### config.mk
export PLATFORM = sky130hd
export DESIGN_NAME = sample_loader
export DESIGN_NICKNAME = d
export VERILOG_FILES = /design/src/rtl/sample_loader_pkg.sv /design/src/rtl/sample_loader.sv
export SDC_FILE = /design/constraint.sdc
export NUM_CORES = 1
export LEC_CHECK = 0
export BUFFER_PORTS_ARGS = -buffer_cell sky130_fd_sc_hd__buf_2
export CORE_UTILIZATION = 50
export CTS_CLUSTER_DIAMETER = 100
export DETAILED_ROUTE_END_ITERATION = 8
export GPL_ROUTABILITY_DRIVEN = 1
export GPL_TIMING_DRIVEN = 1
export PLACE_DENSITY = 0.78
export SLEW_MARGIN = 20
export SYNTH_ARGS = -nofsm -noshare
export SYNTH_HDL_FRONTEND = slang
export SYNTH_SLANG_ARGS = --single-unit
export TNS_END_PERCENT = 20
### constraint.sdc
create_clock -name clk -period 3.6 [get_ports clk]
set_input_delay 0.36 -clock clk [delete_from_list [all_inputs] [get_ports clk]]
set_output_delay 0.36 -clock clk [all_outputs]
set_load 0.02 [all_outputs]
### src/rtl/sample_loader_pkg.sv
// Shared project definitions for the sample loader and fir_pipelined:
// default widths, the minimum job length and the loader state encoding.
package sample_loader_pkg;

  localparam int ADDR_W_DEF = 10;
  localparam int DATA_W_DEF = 8;
  localparam int MIN_COUNT  = 3;

  typedef enum logic [2:0] {
    ST_IDLE  = 3'd0,
    ST_LOAD  = 3'd1,
    ST_FLUSH = 3'd2,
    ST_START = 3'd3,
    ST_WAIT  = 3'd4,
    ST_FIN   = 3'd5
  } state_e;

endpackage

### src/rtl/sample_loader.sv
// Streams cfg_count samples into the sample memory at cfg_in_base, then
// kicks the FIR once and waits for a fresh rising edge of fir_done.
module sample_loader
  import sample_loader_pkg::*;
#(
  parameter int ADDR_W = ADDR_W_DEF,
  parameter int DATA_W = DATA_W_DEF
) (
  input  logic              clk,
  input  logic              rst,
  input  logic              arm,
  input  logic [ADDR_W-1:0] cfg_in_base,
  input  logic [ADDR_W-1:0] cfg_out_base,
  input  logic [ADDR_W-1:0] cfg_count,
  input  logic              s_valid,
  input  logic [DATA_W-1:0] s_data,
  output logic              s_ready,
  output logic [ADDR_W-1:0] mem_addr,
  output logic [DATA_W-1:0] mem_data,
  output logic              mem_we,
  output logic              fir_start,
  output logic [ADDR_W-1:0] fir_in_addr,
  output logic [ADDR_W-1:0] fir_out_addr,
  output logic [ADDR_W-1:0] fir_count,
  input  logic              fir_done,
  output logic              busy,
  output logic              done,
  output logic              err
);

  state_e            state_q, state_d;
  logic [ADDR_W-1:0] idx_q, idx_d;
  logic [ADDR_W-1:0] in_base_q, in_base_d;
  logic [ADDR_W-1:0] out_base_q, out_base_d;
  logic [ADDR_W-1:0] count_q, count_d;
  logic [ADDR_W-1:0] mem_addr_q, mem_addr_d;
  logic [DATA_W-1:0] mem_data_q, mem_data_d;
  logic              mem_we_q, mem_we_d;
  logic              err_q, err_d;
  logic              fir_done_q;
  logic              s_ready_q, busy_q, fir_start_q, done_q;

  logic accept;
  logic fir_rise;
  logic too_short;

  assign accept    = s_valid && s_ready_q;
  assign fir_rise  = fir_done && !fir_done_q;
  assign too_short = cfg_count < ADDR_W'(MIN_COUNT);

  always_comb begin
    // NOTE: every signal gets a default before the case so no path leaves one unassigned (no latch).
    state_d    = state_q;
    idx_d      = idx_q;
    in_base_d  = in_base_q;
    out_base_d = out_base_q;
    count_d    = count_q;
    mem_addr_d = mem_addr_q;
    mem_data_d = mem_data_q;
    mem_we_d   = 1'b0;
    err_d      = err_q;

    case (state_q)
      ST_IDLE: begin
        if (arm) begin
          in_base_d  = cfg_in_base;
          out_base_d = cfg_out_base;
          count_d    = cfg_count;
          idx_d      = '0;
          err_d      = too_short;
          state_d    = too_short ? ST_FIN : ST_LOAD;
        end
      end
      ST_LOAD: begin
        if (accept) begin
          mem_we_d   = 1'b1;
          mem_addr_d = in_base_q + idx_q;
          mem_data_d = s_data;
          idx_d      = idx_q + ADDR_W'(1);
          if (idx_q == count_q - ADDR_W'(1)) state_d = ST_FLUSH;
        end
      end
      // One idle cycle lets the final registered write retire before the FIR starts.
      ST_FLUSH: state_d = ST_START;
      ST_START: state_d = ST_WAIT;
      ST_WAIT:  if (fir_rise) state_d = ST_FIN;
      ST_FIN:   state_d = ST_IDLE;
      default:  state_d = ST_IDLE;
    endcase
  end

  // Control outputs are decoded from the next state so they are registered yet exact per state.
  always_ff @(posedge clk or posedge rst) begin
    if (rst) begin
      state_q     <= ST_IDLE;
      idx_q       <= '0;
      in_base_q   <= '0;
      out_base_q  <= '0;
      count_q     <= '0;
      mem_addr_q  <= '0;
      mem_data_q  <= '0;
      mem_we_q    <= 1'b0;
      err_q       <= 1'b0;
      fir_done_q  <= 1'b0;
      s_ready_q   <= 1'b0;
      busy_q      <= 1'b0;
      fir_start_q <= 1'b0;
      done_q      <= 1'b0;
    end else begin
      // NOTE: non-blocking assignments so every flop samples pre-edge values.
      state_q     <= state_d;
      idx_q       <= idx_d;
      in_base_q   <= in_base_d;
      out_base_q  <= out_base_d;
      count_q     <= count_d;
      mem_addr_q  <= mem_addr_d;
      mem_data_q  <= mem_data_d;
      mem_we_q    <= mem_we_d;
      err_q       <= err_d;
      fir_done_q  <= fir_done;
      s_ready_q   <= (state_d == ST_LOAD);
      busy_q      <= (state_d != ST_IDLE);
      fir_start_q <= (state_d == ST_START);
      done_q      <= (state_d == ST_FIN);
    end
  end

  assign s_ready      = s_ready_q;
  assign mem_addr     = mem_addr_q;
  assign mem_data     = mem_data_q;
  assign mem_we       = mem_we_q;
  assign fir_start    = fir_start_q;
  assign fir_in_addr  = in_base_q;
  assign fir_out_addr = out_base_q;
  assign fir_count    = count_q;
  assign busy         = busy_q;
  assign done         = done_q;
  assign err          = err_q;

endmodule

# --- Word level (Yosys, flattened, before mapping) ---
# Cells that the tools add are included.
op_classes:
  reduce_logical: 9
  n_mux: 11
  n_lt_le_gt_ge: 1
  eq_ne: 10
  add_sub_neg: 3
ops:
  columns: ["cell", "n"]
  rows:
  - ["$mux W10", 2]
  - ["$pmux W10 S2", 1]
  - ["$mux W3", 5]
  - ["$pmux W3 S5", 1]
  - ["$add A10 B1 Y10 const B", 1]
  - ["$add A10 B10 Y10", 1]
  - ["$eq A10 B10 Y1", 1]
  - ["$lt A10 B2 Y1 const B", 1]
  - ["$sub A10 B1 Y10 const B", 1]
  - ["$eq A3 B2 Y1 const B", 3]
  - ["$eq A3 B1 Y1 const B", 2]
  - ["$eq A3 B3 Y1 const B", 2]
  - ["$ne A2 B2 Y1 const B", 2]
  - ["$reduce_and A2 Y1", 2]
  - ["$logic_not A3 Y1", 1]
  - ["$reduce_and A3 Y1", 1]
  - ["$reduce_bool A3 Y1", 1]
  - ["$logic_and A1 B1 Y1", 2]
  - ["$mux W1", 2]
  - ["$reduce_bool A2 Y1", 1]
  - ["$logic_not A1 Y1", 1]
word_totals:
  output_inout_bits: 54
  inputBits: 43
  reg_bits: 68

# --- Longest topological paths before layout ---
# Gate-level depths: netlist of run 1.
logic_depth:
  word_depth: 6
  mapped_depth: 9

# --- Worst setup path before layout of run 1 ---
# OpenSTA, ideal clock, no wires.
synth_path:
  kind: "reg-to-reg"
  from: "reg count_q[6], in the netlist fir_count[6]"
  to: "reg s_ready_q, in the netlist s_ready"
  slack_ns: 1.521
  arrival_time_ns: 1.934
  period_less_slack_ns: 2.079
  path_buffers: 0
  setup_ns: 0.145
  path_stages_with_launch: 7
  cell_sequence: "dfrtp_1 > nor4_4 > nand2_1 > nor4b_1 > o31ai_1 > a2111oi_2 > a2111oi_1"
synth_between:
  elab_chain_cells: 6
synth_rtl:
  columns: ["element", "line", "rtl"]
  rows:
  - ["start: declaration", "sample_loader.sv:35", "logic [ADDR_W-1:0] count_q, count_d;"]
  - ["start signal: assignment", "sample_loader.sv:115", "count_q <= count_d;"]
  - ["$sub A10 B1 Y10", "sample_loader.sv:80", "if (idx_q == count_q - ADDR_W'(1)) state_d = ST_FLUSH;"]
  - ["$eq A10 B10 Y1", "sample_loader.sv:80", null]
  - ["$mux W3", "sample_loader.sv:80", null]
  - ["$mux W3", "sample_loader.sv:75", "if (accept) begin"]
  - ["$pmux W3 S5", "sample_loader.sv:63", "case (state_q)"]
  - ["$eq A3 B1 Y1", "sample_loader.sv:121", "s_ready_q <= (state_d == ST_LOAD);"]
  - ["end signal: assignment", "sample_loader.sv:121", null]
  - ["end: declaration", "sample_loader.sv:41", "logic s_ready_q, busy_q, fir_start_q, done_q;"]
# No other way between the ends.
# A chain may end at the register's enable or synchronous reset.

# --- Final worst setup path of run 1 ---
layout_path:
  from: "reg state_q[1]"
  to: "reg mem_addr_q[9], in the netlist mem_addr[9]"
layout_between:
  elab_chain_cells: 2
layout_rtl:
  columns: ["element", "line", "rtl"]
  rows:
  - ["start: declaration", "sample_loader.sv:31", "state_e state_q, state_d;"]
  - ["start signal: assignment", "sample_loader.sv:111", "state_q <= state_d;"]
  - ["$eq A3 B1 Y1", "sample_loader.sv:63", null]
  - ["$reduce_and A2 Y1 (no source line)", null, null]
  - ["end signal: assignment", "sample_loader.sv:116", "mem_addr_q <= mem_addr_d;"]
  - ["end: declaration", "sample_loader.sv:36", "logic [ADDR_W-1:0] mem_addr_q, mem_addr_d;"]
# No other way between the ends.

==> run_results.csv, run 1 <==
group,metric,value,unit
critical_path,critical_path_class,"reg -> reg",
detailed_routing,detail-route-antenna-nets,0,
logic_synthesis,synth.cell_area,3440,µm²
clocking,clkSlewWorstSetupHoldPaths,0.08,ns
grt,track_usage,23.2,%
critical_path,timing.critical_path.required,3.88,ns
clocking,tritoncts.num_buffers,9,
detailed_routing,drc,5,
grt,grt_start_max_net_pins,42,
logic_synthesis,async_reset_ff_share,100,%
sta,final.setup_skew,0.0144,ns
floorplan,die_h,84.9,µm
floorplan,fp.dieArea,7210,µm²
outcome,failed_checks,"DRC",
finish,stdcell_area,4190,µm²
logic_synthesis,synth_top_area_share,49.5,%
placed_design,place_hpwl,5590,µm
logic_synthesis,yosysWarnings,0,
sta,finalSetupTns,0,ns
grt,gr_ovfl_total,0,
power,vdd.ir_drop.worst,0.000423,V
power,power.static_leakage,2.19,nW
clocking,cts-root-to-sink-buffers,2,
critical_path,cp-start-kind,"register",
placed_design,place.gp.congestion,0.830,
clocking,cts.repair_timing.setup_buffer_count,0,
grt,vias_in_the_first_global_route,2881,
logic_synthesis,synth_seq_cells,68,
clocking,postCtsHoldBufs,0,
logic_synthesis,ys.flop_type,"dfrtp_1",
logic_synthesis,post_synth_edffs,0,
sta,finalWorstSetupSlack,1.20,ns
logic_synthesis,yosysMostFrequentCell,"nand2_1",
finish,antenna_cells_inserted,0,
logic_synthesis,seq_area_frac_synth,49.5,%
detailed_routing,drt_first_pass_iters,7,
sta,fin_hold_ws,0.115,ns
detailed_routing,wl_cell,14.0,µm
clocking,cell_chosen_for_the_clock_root,"clkbuf_8",
grt,wire_length_of_the_first_global_routing_pass,13200,µm
sta,tightestPinTransition,0.680,ns
sta,report.final.setup_viol,0,
sta,rsz0062_at_grt,"false",
sta,min_period_over_period,66.7,%
job,max-cap-violations,0,
finish,layout-drive-gt1-share,26.5,%
clocking,post_cts_resize_count,0,
sta,timing.final.hold_violations,0,
detailed_routing,routed_wl,7870,µm
finish,final-instance-count-excl-fill,560,
clocking,cts_htree_levels,3,
outcome,outcome,"finished with violations",
floorplan,die_width,84.9,µm
clocking,cts_num_sinks,68,
power,power_density,912,nW/µm²
sta,slew_viol_final,0,
logic_synthesis,syn_avg_cell_area,9.08,µm²
clocking,cts_tree,"yes",
finish,area_growth_syn_to_fin,21.7,%
detailed_routing,vias,2951,
floorplan,design.core.area,6490,µm²
logic_synthesis,postSynthNetCount,434,
logic_synthesis,synth_cells,379,
sta,maxClockFrequency,416,MHz
logic_synthesis,netlist_top_cells_count,"nand2_1, dfrtp_1, nor2_1, xor2_1, clkbuf_1",
detailed_routing,drt-initial-drc-count,207,
grt,number_of_antenna_violations_at_the_first_check_in_global_routing,0,
critical_path,critical_path_endpoint_category,"register",
critical_path,cp_max_fo,18,
sta,min_period,2.40,ns
logic_synthesis,synth_area_leader,"dfrtp_1",
placed_design,io_buffer_count,96,
detailed_routing,vias_per_cell,5.27,
critical_path,cp_data_arrival_time,2.68,ns
logic_synthesis,synthTopCellsByArea,"dfrtp_1, nand2_1, ha_1",
sta,headroom_to_the_max_slew_limit,54.6,%
floorplan,initial_standard_cell_utilization_of_the_core,53.0,%
clocking,clkLatencyLatePin,0.34,ns
floorplan,io_pins,97,
min_path,timing.hold.worst.class,"in -> async",
logic_synthesis,yosys.cell_types.count,51,
floorplan,floorplan.rows,29,
placed_design,post_dp_area,4010,µm²
placed_design,place_inst,544,
placed_design,preCtsSetupSlack,1.24,ns
finish,fin_nets,533,
-- cell type report --
type | instances | area, µm²
Inverter | 10 | 37.5
Multi-Input combinational cell | 289 | 1660
Timing Repair Buffer | 100 | 510
Sequential cell | 68 | 1700
Tap cell | 77 | 96.3
Fill cell | 546 | 2310
Clock buffer | 9 | 124
Clock inverter | 7 | 51.3
-- state kept, by name (all words and copies together), names as in the netlist, 3 cells and up --
register and cells:
fir_count 10, mem_addr 10, fir_in_addr 10, state_q 3
fir_out_addr 10, mem_data 8, idx_q 10
-- routing by layer --
| layer | track usage, % | vias to the layer above | wire (µm) |
|---|---|---|---|
| li1 | - | 1479 | - |
| met1 | 31.4 | 1396 | 3690 |
| met2 | 37.4 | 66 | 3820 |
| met3 | 3.02 | 10 | 247 |
| met4 | 10.5 | 0 | 119 |
| met5 | 0 | - | 0 |
-- stage by stage --
stage	utilization [%]	power, mW
floorplan	-	2.69
global placement	61.7	3.20
detailed placement	61.7	3.27
CTS	64.4	3.84
global route	64.4	4.10
finish	64.4	3.82
-- worst paths after layout --
kind | startpoint | end | slack, ns | depth (start not counted)
worst max-delay path | state_q[1] | mem_addr[9] | 1.20 | 5
worst min-delay path | rst | mem_data[0] | 0.11 | 2
worst max register to register | state_q[1] | mem_addr[9] | 1.20 | 5
worst min register to register | fir_out_addr[0] | fir_out_addr[0] | 0.47 | 2
max in group asynchronous | rst | fir_count[5] | 2.54 | 3
min in group clk | fir_done | fir_done_q | 0.15 | 1
-- cell usage in the layout (no fill, tap or decap), types with 3 or more instances in the layout --
cell type	instances
a21oi_1	9
buf_4	4
clkbuf_8	9
nor2b_1	3
o21ai_0	6
nor3b_1	5
nor4_1	3
nand3_1	8
o21ai_1	7
o31ai_1	3
xor2_1	14
dfrtp_1	68
nand2_1	137
ha_1	11
xnor2_1	11
inv_1	8
o21a_1	4
nor4b_1	3
buf_2	96
nor3_1	6
nor2_1	17
-- cells by family (layout without fill, tap and decap cells) --
group	Yosys count	after routing	share of synthesized area (%)
and+or+nand+nor	202	202	26.9
DFF	68	68	49.5
AOI/OAI and AO/OA	48	48	9.64
xor gates and xnor gates	25	25	6.37
buffers and inverters	22	126	2.40
adders and majority gates	12	12	4.58
muxes	2	2	0.618
-- critical path: stages (launching register included) --
cell and delay [ns]:
dfrtp_1 0.48, nor3b_2 0.41, nand2_1 0.48, or4_1 0.64, mux2_2 0.28, nand2_1 0.05
-- report_power, final --
part,internal (mW),switching (mW)
clock network,0.252,0.303
registers,1.07,0.310
logic,0.711,1.17
total,2.04,1.78
Power figures use the tool's default switching activity.
==> inputs of run 2 (changes only) <==
Clock period 3.6 ns to 2.32 ns, I/O delays scaled along.
==> run_results.csv, run 2 (same netlist as run 1, synthesis figures left out) <==
group,metric,value,unit
floorplan,fp.dieArea,7210,µm²
grt,gr_ovfl_total,0,
clocking,cts_num_sinks,68,
placed_design,place_hpwl,5810,µm
placed_design,place_inst,550,
sta,finalSetupTns,0,ns
detailed_routing,drt-initial-drc-count,134,
detailed_routing,vias_per_cell,5.35,
sta,final.setup_skew,0.00945,ns
grt,wire_length_of_the_first_global_routing_pass,13500,µm
finish,layout-drive-gt1-share,27.7,%
critical_path,worst_path_cell_chain,"or4_1 -> nand3_1 -> a221oi_2 -> o211ai_1 -> a2111oi_2 -> buf_4 -> a2111oi_1",
sta,min_period_over_period,94.7,%
critical_path,crit_slowest_cell,"or4_1",
detailed_routing,routed_wl,8020,µm
floorplan,initial_standard_cell_utilization_of_the_core,53.0,%
finish,antenna_cells_inserted,0,
clocking,cts_tree,"yes",
grt,grt_start_max_net_pins,41,
sta,slew_viol_final,0,
sta,rsz0062_at_grt,"false",
floorplan,die_h,84.9,µm
finish,area_growth_syn_to_fin,24.9,%
finish,final-instance-count-excl-fill,568,
critical_path,timing.critical_path.required,2.54,ns
sta,tightestPinTransition,0.533,ns
finish,layout.cells.most_common_list,"nand2_1, buf_2, dfrtp_1",
critical_path,cp-start-kind,"register",
detailed_routing,detail-route-antenna-nets,0,
critical_path,critical_path_endpoint_category,"register",
sta,min_period,2.20,ns
finish,leading_cell_type_in_the_layout_fill_and_taps_excluded,"nand2_1",
placed_design,place.gp.congestion,0.897,
outcome,outcome,"finished with violations",
grt,vias_in_the_first_global_route,2893,
placed_design,post_dp_area,4070,µm²
grt,number_of_antenna_violations_at_the_first_check_in_global_routing,0,
critical_path,critical_path_class,"reg -> reg",
placed_design,io_buffer_count,96,
finish,fillers,530,
detailed_routing,wl_cell,14.1,µm
floorplan,floorplan.rows,29,
clocking,cell_chosen_for_the_clock_root,"clkbuf_8",
clocking,cts_htree_levels,3,
job,max-cap-violations,0,
floorplan,io_pins,97,
power,power_density,1430,nW/µm²
power,power.static_leakage,2.25,nW
finish,fin_nets,541,
critical_path,cp_max_fo,6,
detailed_routing,drc,5,
sta,timing.final.hold_violations,0,
clocking,clkSlewWorstSetupHoldPaths,0.07,ns
detailed_routing,drt_first_pass_iters,6,
detailed_routing,vias,3036,
outcome,failed_checks,"DRC",
floorplan,design.core.area,6490,µm²
clocking,tritoncts.num_buffers,9,
sta,maxClockFrequency,455,MHz
min_path,timing.hold.worst.class,"in -> reg",
finish,stdcell_area,4300,µm²
floorplan,die_width,84.9,µm
sta,report.final.setup_viol,0,
critical_path,cp_data_arrival_time,2.41,ns
power,vdd.ir_drop.worst,0.000768,V
sta,headroom_to_the_max_slew_limit,64.4,%
grt,track_usage,23.8,%
critical_path,max_stage_delay,0.58,ns
clocking,clkLatencyLatePin,0.34,ns
clocking,cts-root-to-sink-buffers,2,
-- run 2: changes by cell type in the layout (fill, tap and decap cells not counted) --
| cell | change |
|---|---|
| dfrtp_2 | +1 |
| clkinv_4 | -2 |
| dfrtp_1 | -1 |
| clkbuf_1 | +1 |
| clkbuf_8 | +2 |
| inv_6 | -1 |
| buf_12 | +1 |
| nor4_2 | +1 |
| dlygate4sd3_1 | +1 |
| buf_4 | +6 |
| nor4_1 | -1 |
| clkinvlp_4 | -1 |
| bufinv_16 | +1 |
-- run 2: layout make-up --
class                   instances  area [µm²]  share of cell area, %
clock buffers                  12         155                   3.61
clock inverters                 4        47.5                   1.11
inverters                      10        37.5                  0.874
multi-input cells             289        1670                   38.9
flip-flops and latches         68        1700                   39.6
well taps                      77        96.3                   2.24
repair buffers                108         586                   13.6
-- run 2: repair_timing --
action | CTS | global route
pin swaps | 0 | 1
resized for setup | 1 | 1
endpoints found under the setup margin | 1 | 3
hold endpoints to repair | 21 | 0
buffers inserted | 0 | 1
hold buffers | 1 | 0
-- run 2: worst paths after layout --
| check | start | end | slack [ns] | depth (start not counted) |
|---|---|---|---|---|
| setup / recovery | fir_count[0] | s_ready | 0.12 | 7 |
| hold / removal | fir_done | fir_done_q | 0.01 | 1 |
| setup reg to reg | fir_count[0] | s_ready | 0.12 | 7 |
| hold reg to reg | fir_out_addr[0] | fir_out_addr[0] | 0.47 | 2 |
| max in group asynchronous | rst | state_q[2] | 1.22 | 4 |
| min in group asynchronous | rst | mem_data[2] | 0.46 | 3 |
-- run 2: metrics by stage --
| step | worst slack (ns) | utilization, % | hold slack [ns] | total power, mW |
|---|---|---|---|---|
| 2_1_floorplan | 0.241 | - | 0.263 | 4.17 |
| 6_report | 0.123 | 66.1 | 0.00980 | 6.14 |
| 4_1_cts | 0.0856 | 66.0 | 0.00231 | 6.16 |
| 3_3_place_gp | 0.196 | 62.6 | 0.283 | 5.02 |
| 3_5_place_dp | 0.0259 | 62.6 | 0.294 | 5.12 |
| 5_1_grt | 0.00648 | 66.1 | 0.0111 | 6.60 |
-- run 2: layer usage --
metal / track usage, % / share of wire (%) / up-vias
li1: - / - / 1488
met1: 31.6 / 46 / 1438
met2: 38.6 / 48 / 94
met3: 3.70 / 4.3 / 16
met4: 10.9 / 2.0 / 0
met5: 0 / 0 / -
-- run 2: report_power, final --
group          internal, mW  total [mW]  switching (mW)
clock network         0.552        1.01           0.456
registers              1.67        2.13           0.457
logic                  1.16        3.00            1.84
total                  3.38        6.14            2.76
-- run 2: critical path, delay by kind of cell (launching register included) --
| family | cells | cell delay (ns) |
|---|---|---|
| buffers and inverters | 1 | 0.16 |
| DFF | 1 | 0.45 |
| AOI/OAI and AO/OA | 4 | 0.75 |
| and+or+nand+nor | 2 | 0.72 |
==> inputs of run 3 (changes only) <==
Settings changed: CORE_ASPECT_RATIO set to 1.4, CORE_UTILIZATION 50 to 47, PLACE_DENSITY 0.78 to 0.77, SLEW_MARGIN 20 to unset.
Clock period 2.32 ns to 2 ns, I/O delays scaled along.
==> run_results.csv, run 3 (same netlist as run 1, synthesis figures left out) <==
group,metric,value,unit
power,combinationalPowerShare,51.2,%
power,p_switching,3.22,mW
outcome,outcome,"finished with violations",
detailed_routing,routed_wl,7850,µm
grt,vias_in_the_first_global_route,2850,
critical_path,critical_path_buf_inv_count,1,
critical_path,worst_path_cell_chain,"or4_4 -> nand3_1 -> a221oi_2 -> o211ai_1 -> a2111oi_2 -> buf_4 -> a2111oi_1",
detailed_routing,drt-initial-drc-count,120,
sta,slew_viol_final,0,
finish,area_growth_syn_to_fin,32.2,%
finish,layout-drive-gt1-share,31.4,%
clocking,cts_htree_levels,3,
sta,min_period,2.13,ns
sta,headroom_to_the_max_slew_limit,66.8,%
finish,fillers,600,
power,power.static_leakage,2.36,nW
sta,final.setup_skew,0.00610,ns
grt,wire_length_of_the_first_global_routing_pass,12700,µm
power,share_clk_of_total_power,17.4,%
critical_path,cp_max_fo,4,
critical_path,cpLargestDelayFamily,"compound AO/OA/AOI/OAI gates",
detailed_routing,detail-route-antenna-nets,0,
detailed_routing,drt_first_pass_iters,4,
sta,timing.final.hold_violations,0,
grt,track_usage,22.1,%
floorplan,die_width,74.3,µm
sta,min_period_over_period,106,%
placed_design,preCtsSetupSlack,-0.183,ns
clocking,cts_tree,"yes",
outcome,failed_checks,"setup timing",
clocking,cts_num_sinks,68,
floorplan,design.core.area,7030,µm²
finish,antenna_cells_inserted,0,
clocking,clkSlewWorstSetupHoldPaths,0.07,ns
critical_path,cp_data_arrival_time,2.36,ns
critical_path,crit_slowest_cell,"or4_4",
floorplan,initial_standard_cell_utilization_of_the_core,48.9,%
clocking,tritoncts.num_buffers,9,
finish,fin_nets,562,
placed_design,place_hpwl,5830,µm
power,vdd.ir_drop.worst,0.000949,V
floorplan,io_pins,97,
min_path,timing.hold.worst.class,"in -> reg",
sta,finalWorstSetupSlack,-0.128,ns
finish,leading_cell_type_in_the_layout_fill_and_taps_excluded,"nand2_1",
grt,gr_ovfl_total,0,
floorplan,die_h,103,µm
grt,number_of_antenna_violations_at_the_first_check_in_global_routing,0,
clocking,clkLatencyLatePin,0.35,ns
critical_path,critical_path_endpoint_category,"register",
grt,grt_start_max_net_pins,48,
clocking,cts-root-to-sink-buffers,2,
power,power.share.switching,42.6,%
sta,report.final.setup_viol,4,
critical_path,timing.critical_path.required,2.23,ns
placed_design,place_inst,588,
clocking,cell_chosen_for_the_clock_root,"clkbuf_8",
placed_design,place.gp.congestion,0.846,
sta,maxClockFrequency,470,MHz
detailed_routing,vias_per_cell,5.03,
sta,tightestPinTransition,0.497,ns
job,max-cap-violations,0,
finish,final-instance-count-excl-fill,607,
floorplan,floorplan.rows,36,
finish,layout.cells.most_common_list,"nand2_1, buf_2, dfrtp_1",
critical_path,critical_path_class,"reg -> reg",
detailed_routing,drc,0,
critical_path,cp-start-kind,"register",
sta,rsz0062_at_grt,"true",
detailed_routing,vias,3055,
detailed_routing,wl_cell,12.9,µm
power,internal_power,4.33,mW
power,power_frac_seq,31.4,%
critical_path,max_stage_delay,0.56,ns
power,power_density,1660,nW/µm²
floorplan,fp.dieArea,7670,µm²
placed_design,io_buffer_count,96,
==> run 3: layout make-up <==
cell class / count / area [µm²] / share of cell area (%)
flip-flops and latches: 68 / 1700 / 37.4
multi-input cells: 289 / 1700 / 37.4
repair buffers: 129 / 746 / 16.4
clock buffers: 13 / 169 / 3.71
well taps: 95 / 119 / 2.61
clock inverters: 3 / 67.6 / 1.49
inverters: 10 / 41.3 / 0.908
==> run 3: repair_timing <==
action / 4_1_cts / 5_1_grt
hold buffers: 2 / 0
setup endpoints to repair: 5 / 11
resized for setup: 4 / 4
setup buffers: 0 / 1
pin swaps: 3 / 3
endpoints found under the hold margin: 22 / 0
==> run 3: path summary, 6_finish.rpt <==
kind	slack [ns]	endpoint	start	cells past startpoint
max in group asynchronous	0.99	mem_data[4]	rst	4
max reg2reg	-0.13	s_ready	fir_count[1]	7
min in group asynchronous	0.43	mem_addr[6]	rst	3
max	-0.13	s_ready	fir_count[1]	7
min	0.03	fir_in_addr[3]	cfg_in_base[3]	3
min reg2reg	0.47	fir_out_addr[7]	fir_out_addr[7]	2
==> run 3: worst min-delay path, stage by stage <==
cell	delay [ns]
buf_2	0.07
nand2_1	0.04
nand2_1	0.04
==> run 3: metal layers <==
metal | track usage (%) | vias to the layer above | routed length (µm)
li1 | - | 1537 | -
met1 | 25.2 | 1430 | 3310
met2 | 39.4 | 78 | 4120
met3 | 4.65 | 10 | 289
met4 | 9.87 | 0 | 137
met5 | 0 | - | 0
==> run 3: through the flow <==
step                total power [mW]  hold WS, ns  utilization, %  setup TNS, ns  instance area (µm²)
floorplan                       4.84        0.231               -        -0.0869                 3440
global placement                6.03        0.247            60.4         -0.193                 4250
detailed placement              6.19        0.256            60.4         -0.548                 4250
CTS                             7.57       0.0158            64.4         -0.489                 4520
global route                    8.10       0.0274            64.7          -1.30                 4550
finish                          7.55       0.0349            64.7         -0.318                 4550
==> run 3: power by group through the flow <==
stage	registers, mW	logic (mW)	clock network (mW)
floorplan	3.02	1.81	0
global placement	2.34	3.69	0
detailed placement	2.38	3.81	0
CTS	2.38	3.85	1.34
global route	2.46	4.25	1.40
finish	2.37	3.87	1.31
